### src/rtl/icetap_capture_ctrl.sv
// Capture controller for a circular sample memory: keeps pre-trigger history, then fills the rest after a trigger.
// Optional feature macro: ICETAP_TRIG_COUNT_EN (require N qualifying triggers before post-trigger capture).
module icetap_capture_ctrl #(
    parameter int ADDR_BITS     = 8,
    parameter int TRIG_CNT_BITS = 8
) (
    input  logic                     clk,
    input  logic                     reset,
    input  logic                     start,
    input  logic                     abort,
    input  logic                     trigger,
    input  logic                     store_valid,
    input  logic [ADDR_BITS-1:0]     pretrig_depth,
    input  logic [TRIG_CNT_BITS-1:0] trig_count,
    output logic                     mem_wr,
    output logic [ADDR_BITS-1:0]     mem_addr,
    output logic [ADDR_BITS-1:0]     trigger_addr,
    output logic [1:0]               state,
    output logic                     done
);
    localparam int DEPTH = 1 << ADDR_BITS;

    typedef enum logic [2:0] {
        S_IDLE,
        S_PRETRIG,
        S_WAIT,
        S_POST,
        S_DONE
    } state_t;

    state_t                 state_q, state_d;
    logic [ADDR_BITS-1:0]   wr_ptr_q, wr_ptr_d;
    logic [ADDR_BITS-1:0]   trig_addr_q, trig_addr_d;
    logic [ADDR_BITS-1:0]   depth_q, depth_d;
    logic [ADDR_BITS:0]     cnt_q, cnt_d;
    logic [ADDR_BITS:0]     cnt_inc;
    logic [ADDR_BITS:0]     post_total;
    logic                   capturing;
    logic                   wr_en;
    logic                   trig_fire;

    // Samples still owed after the pre-trigger window, trigger sample included (1..DEPTH).
    assign post_total = (ADDR_BITS + 1)'(DEPTH) - {1'b0, depth_q};
    assign cnt_inc    = cnt_q + (ADDR_BITS + 1)'(1);
    assign capturing  = (state_q == S_PRETRIG) || (state_q == S_WAIT) || (state_q == S_POST);
    assign wr_en      = capturing && store_valid && !abort;

`ifdef ICETAP_TRIG_COUNT_EN
    logic [TRIG_CNT_BITS-1:0] tcnt_q, tcnt_d;
    logic [TRIG_CNT_BITS-1:0] tlim_q, tlim_d;
    logic [TRIG_CNT_BITS:0]   tneed;

    // A programmed count of zero behaves like one.
    assign tneed     = (tlim_q == '0) ? (TRIG_CNT_BITS + 1)'(1) : {1'b0, tlim_q};
    assign trig_fire = wr_en && trigger && (({1'b0, tcnt_q} + (TRIG_CNT_BITS + 1)'(1)) >= tneed);

    always_ff @(posedge clk) begin
        if (reset) begin
            tcnt_q <= '0;
            tlim_q <= '0;
        end else begin
            tcnt_q <= tcnt_d;
            tlim_q <= tlim_d;
        end
    end

    always_comb begin
        tcnt_d = tcnt_q;
        tlim_d = tlim_q;
        if (!abort && ((state_q == S_IDLE) || (state_q == S_DONE)) && start) begin
            tcnt_d = '0;
            tlim_d = trig_count;
        end else if ((state_q == S_WAIT) && wr_en && trigger && !trig_fire) begin
            tcnt_d = tcnt_q + 1'b1;
        end
    end
`else
    logic unused_trig_count;

    assign unused_trig_count = ^trig_count;
    assign trig_fire         = wr_en && trigger;
`endif

    always_ff @(posedge clk) begin
        if (reset) begin
            state_q     <= S_IDLE;
            wr_ptr_q    <= '0;
            trig_addr_q <= '0;
            depth_q     <= '0;
            cnt_q       <= '0;
        end else begin
            state_q     <= state_d;
            wr_ptr_q    <= wr_ptr_d;
            trig_addr_q <= trig_addr_d;
            depth_q     <= depth_d;
            cnt_q       <= cnt_d;
        end
    end

    always_comb begin
        state_d     = state_q;
        wr_ptr_d    = wr_ptr_q;
        trig_addr_d = trig_addr_q;
        depth_d     = depth_q;
        cnt_d       = cnt_q;

        if (wr_en) begin
            wr_ptr_d = wr_ptr_q + 1'b1;
        end

        if (abort) begin
            state_d = S_IDLE;
            cnt_d   = '0;
        end else begin
            case (state_q)
                S_IDLE, S_DONE: begin
                    if (start) begin
                        wr_ptr_d = '0;
                        depth_d  = pretrig_depth;
                        cnt_d    = '0;
                        state_d  = (pretrig_depth == '0) ? S_WAIT : S_PRETRIG;
                    end
                end
                S_PRETRIG: begin
                    if (wr_en) begin
                        cnt_d = cnt_inc;
                        if (cnt_inc == {1'b0, depth_q}) begin
                            cnt_d   = '0;
                            state_d = S_WAIT;
                        end
                    end
                end
                S_WAIT: begin
                    if (trig_fire) begin
                        trig_addr_d = wr_ptr_q;
                        cnt_d       = (ADDR_BITS + 1)'(1);
                        state_d     = (post_total == (ADDR_BITS + 1)'(1)) ? S_DONE : S_POST;
                    end
                end
                S_POST: begin
                    if (wr_en) begin
                        cnt_d = cnt_inc;
                        if (cnt_inc == post_total) begin
                            state_d = S_DONE;
                        end
                    end
                end
                default: state_d = S_IDLE;
            endcase
        end
    end

    always_comb begin
        case (state_q)
            S_PRETRIG:      state = 2'd1;
            S_WAIT:         state = 2'd2;
            S_POST, S_DONE: state = 2'd3;
            default:        state = 2'd0;
        endcase
    end

    assign mem_wr       = wr_en;
    assign mem_addr     = wr_ptr_q;
    assign trigger_addr = trig_addr_q;
    assign done         = (state_q == S_DONE);

endmodule

### config.mk
export PLATFORM = sky130hd
export DESIGN_NAME = icetap_capture_ctrl
export DESIGN_NICKNAME = d
export VERILOG_FILES = /design/src/rtl/icetap_capture_ctrl.sv
export SDC_FILE = /design/constraint.sdc
export NUM_CORES = 1
export LEC_CHECK = 0
export ABC_CLOCK_PERIOD_IN_PS = 2600
export CORE_MARGIN = 5
export CORE_UTILIZATION = 30
export CTS_BUF_LIST = sky130_fd_sc_hd__clkbuf_8
export CTS_CLUSTER_SIZE = 20
export DETAILED_ROUTE_END_ITERATION = 16
export PLACE_DENSITY = 0.59
export SLEW_MARGIN = 20
export SYNTH_ARGS = -nofsm -noshare
export SYNTH_HDL_FRONTEND = slang
export SYNTH_SLANG_ARGS = --single-unit
### constraint.sdc
create_clock -name clk -period 2.6 [get_ports clk]
set_input_delay 0.52 -clock clk [delete_from_list [all_inputs] [get_ports clk]]
set_output_delay 0.52 -clock clk [all_outputs]
set_load 0.01 [all_outputs]
* Word-level counts from Yosys, hierarchy flattened *
Index checks and enable logic that the tools add are counted.

word-level totals
  bits of input ports = 22
  bits in latches = 0
  memory bits (read-only) = 0
  output and inout bits = 20
  memories kept = 0
  memory bits (writable) = 0
  register bits = 36

cells by class
  add/subtract/negate cells = 3
  reduce and logical (&&, ||, !) cells = 16
  bitwise gates (word level) = 1
  equality and inequality tests = 13
  shift operators = 0
  divide/modulo/power cells = 0
  multiply operators = 0
  muxes and demuxes = 20
  magnitude comparators = 0

operators with widths
  cell                                                   count
  2-to-1 mux 9 bit                                       5
  case mux 9 bit (4 select lines)                        1
  2-to-1 mux 8 bit                                       4
  2-to-1 mux 3 bit                                       7
  case mux 3 bit (4 select lines)                        1
  adder 9 x 1 -> 9 bit, second input constant            1
  == test 9 x 1 -> 1 bit, second input constant          1
  == test 9 x 8 -> 1 bit                                 1
  == test 9 bit                                          1
  subtractor 9 x 8 -> 9 bit, first input constant        1
  adder 8 x 1 -> 8 bit, second input constant            1
  zero test 8 bit                                        1
  inequality test 2 bit, second input constant           4
  == test 3 x 2 -> 1 bit, second input constant          2
  case mux 2 bit (3 select lines)                        1
  AND reduction 3 bit                                    2
  AND reduction 6 bit                                    1
  OR reduction 2 bit                                     3
  AND reduction 5 bit                                    1
  inequality test 2 x 1 -> 1 bit, second input constant  2
  nonzero test 4 bit                                     1
  == test 3 x 1 -> 1 bit, second input constant          1
  == test 3 bit, second input constant                   1
  logical AND 1 bit                                      3
  5 further kinds                                        6

* Logic depth before layout (Yosys ltp) *
Gate-level depths: netlist of the first run.

  word-level depth = 9
  gate-level depth with buffers = 9

* Least setup slack after synthesis of the first run *
No wires, ideal clock.

  kind = reg2reg
  start = register cnt_q[0]
  end = register state_q[1]
  period minus slack after synthesis = 2.473 ns
  path slack = 0.127 ns
  setup time = 0.073 ns
  data arrival time = 2.400 ns
  path buffers = 1
  stages on the path, launching flop included = 10
  cell sequence = dfxtp_1 > ha_1 > and3_1 > clkbuf_1 > xnor3_1 > nand4_1 > o21bai_1 > a211o_1 > or4b_4 > o211ai_2

between the ends
  word-level cells in the longest chain between the ends = 4
  elaborated cells on any way between the ends = 6
  those cells by class = add/sub (1); eq/ne (4); reduce/logical (1)

ends and longest elaborated chain
  element                                                  line      RTL
  from (decl)                                              35        logic [ADDR_BITS:0] cnt_q, cnt_d;
  from (signal assigned)                                   96        cnt_q <= cnt_d;
  adder 9 x 1 -> 9 bit *                                   44        assign cnt_inc = cnt_q + (ADDR_BITS + 1)'(1);
  == test 9 bit or == test 9 x 8 -> 1 bit (tied branches)  143, 127
  inequality test 2 x 1 -> 1 bit (no source line)          n/a
  AND reduction 6 bit (no source line) *                   n/a
  to (signal assigned)                                     92        state_q <= state_d;
  to (decl)                                                31        state_t state_q, state_d;

Every way passes the cells marked *; elsewhere a longest branch is shown, timed or not.
A chain may end at the register's enable or synchronous reset.

* Worst setup path after layout of the first run *
Same ends and word-level chain as after synthesis.

==> key figures, run 1 <==
Floorplan
  – Die Area: 9110 sq um
  – Chip Width: 95.4 microns
  – Site Rows: 31
  – Core Area: 7180 sq um
  – Effective utilization at floorplan: 0.305
  – DIE HEIGHT: 95.4 microns
  – I/O pins: 42

Logic synthesis
  – Synth top area cells: dfxtp_1, nand2_1, xnor2_1, nor2_1, mux2i_1
  – Yosys warns: 0
  – Syn nets: 292
  – Register area share after synthesis: 0.329
  – Register bit count reported by yosys: 36
  – Main flop type after synthesis: dfxtp_1
  – Yosys cell types: 55
  – Post-Syn Area per Cell: 8.23 sq um
  – Yosys top cell area share: 0.329
  – Mapped Cells: 266
  – Most frequent cell after synthesis: dfxtp_1
  – Cell accounting for the most synthesized area: dfxtp_1
  – Post-synth ARST share: 0
  – Synth cell count leaders: dfxtp_1, nand2_1, nor2_1, a21oi_1, xnor2_1
  – Mapped Area: 2190 sq um
  – Post-synth EDFFs: 0

GRT
  – Initial antenna violation count: 0
  – Pin count of the biggest net entering global routing: 19
  – Vias in the first global route: 2,076
  – First-pass GRT wire length: 10,000 microns
  – Overflow left after global routing: 0
  – Overall Global Routing Usage: 0.140

Routing
  – DR pass1 iterations: 4
  – Post-DRT Antenna Nets: 0
  – WL/cell: 13.7 microns
  – Via count: 2,056
  – DRC: 0
  – DR iter-0 viols: 98
  – Vias per cell: 4.88
  – Detailed Route WL: 5790 microns

CTS
  – Worst-skew pair later-pin latency: 0.30 ns
  – CTS Sinks: 36
  – CTS Root Cell: clkbuf_8
  – CTS Hold Buffers Added: 0
  – H-tree depth: 2
  – CTS tree: built
  – Clk slew on worst S/H paths: 0.07 ns
  – CTS Buf Count: 5
  – Clk buf depth: 2

Power
  – Power per cell area: 422 nW/um^2
  – Leakage: 1.19 nW
  – Max rail drop VDD: 222 uV

Timing
  – Final hold vios: 0
  – Final setup viols: 0
  – Hold_ws: 0.499 ns
  – Min cycle time layout: 2.46 ns
  – Final worst-path cycle share: 0.946
  – Max Slew Vio Count: 0
  – RSZ-0062 raised after global routing: no
  – Worst setup margin: 0.140 ns
  – Fmax achieved: 407 MHz
  – Worst Skew: 0.0145 ns
  – Max_slew headroom: 0.701
  – Worst-Margin Slew: 0.447 ns

Final layout
  – Multi-input logic area: 1390 sq um
  – Fraction of layout cells with a size suffix above 1: 0.149
  – Layout area overhead: 32.2%
  – Antenna Cells: 0
  – Filler cell count: 721
  – Final Util: 0.403
  – Register area: 721 sq um
  – Nets: 347
  – Cell area after layout: 2900 sq um

Job
  – Maxcap violations: 0

Placed design
  – Dpl ws: -0.114 ns
  – Buffers on Ports: 33
  – Dpl hpwl: 4430 microns
  – Final estimated routing congestion in global placement: 0.831
  – Placed cell area: 2790 sq um

Critical path
  – Critical Path RT: 2.82 ns
  – Cell mode on critical path: a211o_1
  – Slowest stage delay, CP: 0.49 ns
  – FF-to-FF setup slack: 0.14 ns
  – Buffers plus inverters on the worst setup path: 1
  – Worst setup SP type: flip-flop
  – Worst path cell trace: buf_4 > nand3_2 > or3_1 > a211o_1 > and2_0 > a211o_1 > or4b_4 > o211ai_2
  – Worst R2R Path Depth: 8
  – CP max-delay cell: or4b_4
  – Worst Path Arrival: 2.68 ns
  – Crit Path Class: reg -> reg
  – Worst r2r src: cnt_q[0]$_SDFFE_PP0P_
  – Top delay family on crit path: simple AND/OR/NAND/NOR gates
  – Critical path capture point type: flip-flop
  – Reg2reg end: state_q[1]$_SDFFE_PP0P_
  – Crit-path max FO: 5
  – CP Depth: 8

Min path
  – Worst hold path cell count: 2
  – Worst Hold Launch: trigger_addr[2]$_SDFFE_PP0P_
  – Min-Delay Endpoint: trigger_addr[2]$_SDFFE_PP0P_
  – Worst hold path class: reg -> reg

Outcome
  – Status: finished clean
-- worst max path at each step --
stage                          start                      end
3_3_place_gp             store_valid                   mem_wr
3_5_place_dp             store_valid                   mem_wr
5_1_grt        cnt_q[0]$_SDFFE_PP0P_    cnt_q[2]$_SDFFE_PP0P_
4_1_cts        cnt_q[0]$_SDFFE_PP0P_    cnt_q[6]$_SDFFE_PP0P_
2_1_floorplan  cnt_q[0]$_SDFFE_PP0P_  state_q[1]$_SDFFE_PP0P_
6_report       cnt_q[0]$_SDFFE_PP0P_  state_q[1]$_SDFFE_PP0P_
-- worst reg2reg max path: stages (launching register included) --
cell	delay [ns]
dfxtp_1	0.39
buf_4	0.15
nand3_2	0.08
or3_1	0.38
a211o_1	0.39
and2_0	0.19
a211o_1	0.25
or4b_4	0.49
o211ai_2	0.08
-- sequential cells by signal, summed over array words and instances (netlist names) --
name / count
cnt_q: 9
mem_addr: 8
state_q: 3
depth_q: 8
trigger_addr: 8
-- final cells by class --
cell class	count	area share
Clock inverter	2	0.00389
Inverter	8	0.0104
Multi-Input combinational cell	209	0.479
Tap cell	99	0.0428
Sequential cell	36	0.249
Clock buffer	6	0.0285
Timing Repair Buffer	61	0.186
-- cell usage in the layout (no fill, tap or decap), types with 3 or more instances in the layout --
cell type        count
a21o_1               3
a21oi_1             15
and3_1               5
buf_4               28
clkbuf_8             6
clkdlybuf4s50_1     32
dfxtp_1             36
ha_1                 4
inv_1                9
mux2i_1              9
nand2_1             34
nand3_1              8
nand4_1              4
nor2_1              29
nor2b_1              4
nor3_1               9
nor4_1               5
o21ai_0              9
or2_2                4
xnor2_1             13
xnor3_1              3
xor2_1               8
-- per-layer routing --
| metal | GRT usage | up-vias | wire, microns |
|---|---|---|---|
| met2 | 0.230 | 47 | 2740 |
| met4 | 0.0308 | 0 | 45 |
| met3 | 0.0529 | 4 | 358 |
| met1 | 0.174 | 954 | 2640 |
| li1 | - | 1051 | - |
| met5 | 0 | - | 0 |
-- where the power goes --
group	total (mW)	switching, mW	internal (mW)	leakage, nW
Clock	0.426	0.214	0.212	0.0486
Sequential	0.574	0.0135	0.560	0.291
Combinational	0.222	0.114	0.108	0.855
-- stage by stage --
step           cells  total power [mW]  setup TNS (ns)
2_1_floorplan    266             0.717               0
3_5_place_dp     413             0.806          -0.290
3_3_place_gp     413             0.803          -0.134
4_1_cts          421              1.23               0
6_report         421              1.22               0
5_1_grt          421              1.30               0
-- cell families (layout without fill, tap and decap cells) --
kind of cell,after synthesis,after routing,synth area share
multiplexers,9,9,0.0411
AND/OR/NAND/NOR,118,118,0.278
adder cells (fa/ha/maj),4,4,0.0229
AO/OA/AOI/OAI,54,54,0.173
buffers and inverters,21,77,0.0417
XOR/XNOR,24,24,0.115
flip-flops,36,36,0.329
-- repair_timing --
item | CTS | global route
gates resized for setup | 1 | 1
endpoints found under the setup margin | 1 | 4
setup buffers | 0 | 0
pin swaps | 0 | 0
Power figures use the tool's default switching activity.
==> inputs of run 2 (changes only) <==
ABC_CLOCK_PERIOD_IN_PS = unset   (was 2600)
CAP_MARGIN = 30   (was unset)
==> results of run 2 <==
Same layout as run 1: the final DEF is identical, and so are final timing and power.
==> inputs of run 3 (changes only) <==
ABC_AREA = 1   (was unset)
==> key figures, run 3 <==
Outcome
  – Status: finished clean (unchanged)

Timing
  – Max Slew Vio Count: 0 (unchanged)
  – Final setup viols: 0 (unchanged)
  – Min cycle time layout: 2.36 ns (was 2.46 ns)
  – Hold_ws: 0.469 ns (was 0.499 ns)
  – Worst-Margin Slew: 0.501 ns (was 0.447 ns)
  – Fmax achieved: 424 MHz (was 407 MHz)
  – RSZ-0062 raised after global routing: no (unchanged)
  – Sum of negative setup slack: 0 ns (unchanged)
  – Final hold vios: 0 (unchanged)
  – Final worst-path cycle share: 0.906 (was 0.946)
  – Worst Skew: 0.00384 ns (was 0.0145 ns)
  – Max_slew headroom: 0.665 (was 0.701)

Final layout
  – Most flop-heavy register: cnt_q (unchanged)
  – Filler cell count: 798 (was 721)
  – Nets: 407 (was 347)
  – Multi-input logic area: 1310 sq um (was 1390 sq um)
  – Register area: 721 sq um (unchanged)
  – Most common cell after layout, fill and taps aside: nand2_1 (was dfxtp_1)
  – Fraction of layout cells with a size suffix above 1: 0.0969 (was 0.149)
  – Antenna Cells: 0 (unchanged)
  – Max reg flops: 9 (unchanged)
  – Cell area after layout: 2770 sq um (was 2900 sq um)
  – Most frequent cells in the layout: nand2_1, inv_1, nand3_1 (was dfxtp_1, nand2_1, clkdlybuf4s50_1)
  – Layout area overhead: 24.3% (was 32.2%)

Critical path
  – Crit Path Class: in -> out (was reg -> reg)
  – Worst R2R Path Depth: 14 (was 8)
  – Crit-path max FO: 3 (was 5)
  – Worst Path Arrival: 1.84 ns (was 2.68 ns)
  – Critical Path RT: 2.08 ns (was 2.82 ns)
  – Worst setup SP type: input pin (was flip-flop)
  – Critical path capture point type: output port (was flip-flop)

Logic synthesis
  – Register area share after synthesis: 0.323 (was 0.329)
  – Syn nets: 370 (was 292)
  – Register bit count reported by yosys: 36 (unchanged)
  – Yosys warns: 0 (unchanged)
  – Yosys cell types: 36 (was 55)
  – Mapped Cells: 344 (was 266)
  – Post-Syn Area per Cell: 6.49 sq um (was 8.23 sq um)
  – Cell accounting for the most synthesized area: dfxtp_1 (unchanged)
  – Yosys top cell area share: 0.323 (was 0.329)
  – Most frequent cell after synthesis: nand2_1 (was dfxtp_1)
  – Synth top area cells: dfxtp_1, nand2_1, nand3_1, inv_1, nor2_1 (was dfxtp_1, nand2_1, xnor2_1, nor2_1, mux2i_1)
  – Post-synth EDFFs: 0 (unchanged)
  – Mapped Area: 2230 sq um (was 2190 sq um)
  – Main flop type after synthesis: dfxtp_1 (unchanged)
  – Post-synth ARST share: 0 (unchanged)
  – Synth cell count leaders: nand2_1, inv_1, nand3_1, nor2_1, dfxtp_1 (was dfxtp_1, nand2_1, nor2_1, a21oi_1, xnor2_1)

Power
  – Max rail drop VDD: 262 uV (was 222 uV)
  – Net Sw Power: 0.464 mW (was 0.341 mW)
  – Seq pwr share: 0.437 (was 0.470)
  – Switching share of total power: 0.339 (was 0.280)
  – Power per cell area: 492 nW/um^2 (was 422 nW/um^2)
  – Combinational Power Share: 0.266 (was 0.181)
  – Int Pwr: 0.902 mW (was 0.880 mW)
  – Clk pwr share: 0.297 (was 0.349)
  – Leakage: 1.09 nW (was 1.19 nW)
  – Power Total: 1.37 mW (was 1.22 mW)

Placed design
  – Placed cell area: 2680 sq um (was 2790 sq um)
  – Dpl hpwl: 4490 microns (was 4430 microns)
  – Final estimated routing congestion in global placement: 0.844 (was 0.831)
  – Buffers on Ports: 33 (unchanged)

CTS
  – CTS Sinks: 36 (unchanged)
  – CTS resizes: 0 (was 1)
  – Post-CTS setup buffer count: 0 (unchanged)
  – CTS tree: built (unchanged)
  – CTS Root Cell: clkbuf_8 (unchanged)
  – H-tree depth: 2 (unchanged)
  – Clk buf depth: 2 (unchanged)
  – Worst-skew pair later-pin latency: 0.29 ns (was 0.30 ns)
  – CTS Hold Buffers Added: 0 (unchanged)
  – CTS Buf Count: 5 (unchanged)
  – Clk slew on worst S/H paths: 0.08 ns (was 0.07 ns)

Floorplan
  – DIE HEIGHT: 96.2 microns (was 95.4 microns)
  – Chip Width: 96.2 microns (was 95.4 microns)
  – Core Area: 7250 sq um (was 7180 sq um)
  – Die Area: 9260 sq um (was 9110 sq um)
  – I/O pins: 42 (unchanged)
  – Site Rows: 31 (unchanged)
  – Effective utilization at floorplan: 0.308 (was 0.305)

GRT
  – Pin count of the biggest net entering global routing: 18 (was 19)
  – Met3 Use GR: 0.0227 (was 0.0529)
  – GRT busiest layer: met2 (unchanged)
  – First-pass GRT wire length: 9790 microns (was 10,000 microns)
  – Overall Global Routing Usage: 0.133 (was 0.140)
  – Overflow left after global routing: 0 (unchanged)
  – Met1 Resource Use GR: 0.169 (was 0.174)
  – Vias in the first global route: 2,224 (was 2,076)
  – Met2 usage: 0.230 (about the same)
  – Initial antenna violation count: 0 (unchanged)

Routing
  – DR pass1 iterations: 4 (unchanged)
  – DR iter-0 viols: 117 (was 98)
  – Post-DRT Antenna Nets: 0 (unchanged)
  – Vias per cell: 4.72 (was 4.88)
  – WL/cell: 11.5 microns (was 13.7 microns)
  – Detailed Route WL: 5550 microns (was 5790 microns)
  – DRC: 0 (unchanged)
  – Via count: 2,269 (was 2,056)

Min path
  – Worst hold path class: reg -> reg (unchanged)
  – Worst hold path cell count: 2 (unchanged)

Job
  – Maxcap violations: 0 (unchanged)
==> run 3: through the flow <==
step           cells  worst slack (ns)  utilization
2_1_floorplan    344             0.881            -
3_3_place_gp     473             0.227        0.369
3_5_place_dp     473             0.245        0.369
4_1_cts          481             0.111        0.382
5_1_grt          481             0.105        0.382
6_report         481             0.244        0.382
==> run 3: routing by layer <==
layer  wire, microns  vias to the layer above
met5               0                        -
met4              64                        0
met3             187                        7
met2            2600                       44
met1            2700                     1030
li1                -                     1188
==> run 3: kinds of logic (layout without fill, tap and decap cells) <==
logic type	Yosys count	in the layout	share of synthesized area
simple gates	193	193	0.395
xor+xnor	6	6	0.0236
flops	36	36	0.323
compound gates	51	51	0.144
buf+inv	54	92	0.0920
fa+ha+maj	4	4	0.0224
==> run 3: final cells by class <==
type                    count  area share
multi-input cells         254       0.471
flip-flops and latches     36       0.260
repair buffers             35       0.124
inverters                  49      0.0663
well taps                  99      0.0447
clock buffers               5      0.0248
clock inverters             3     0.00857
==> run 3: power by group through the flow <==
stage	clock (mW)	combinational (mW)	sequential, mW
final	0.405	0.364	0.597
after global routing	0.444	0.417	0.601
after CTS	0.416	0.365	0.596
after detailed placement	0	0.363	0.609
after global placement	0	0.363	0.609
after floorplan	0	0.265	0.603
==> run 3: worst paths after layout <==
| path | start | to | slack (ns) |
|---|---|---|---|
| setup reg to reg | cnt_q[0]$_SDFFE_PP0P_ | state_q[1]$_SDFFE_PP0P_ | 0.51 |
| hold / removal | trigger_addr[6]$_SDFFE_PP0P_ | trigger_addr[6]$_SDFFE_PP0P_ | 0.47 |
| hold reg to reg | trigger_addr[6]$_SDFFE_PP0P_ | trigger_addr[6]$_SDFFE_PP0P_ | 0.47 |
| setup / recovery | abort | mem_wr | 0.24 |
==> run 3: worst max-delay path: stages <==
cell and delay, ns:
clkdlybuf4s50_1 0.46, nor2_1 0.12, inv_1 0.08, nor2_4 0.11
clkdlybuf4s50_1 0.54
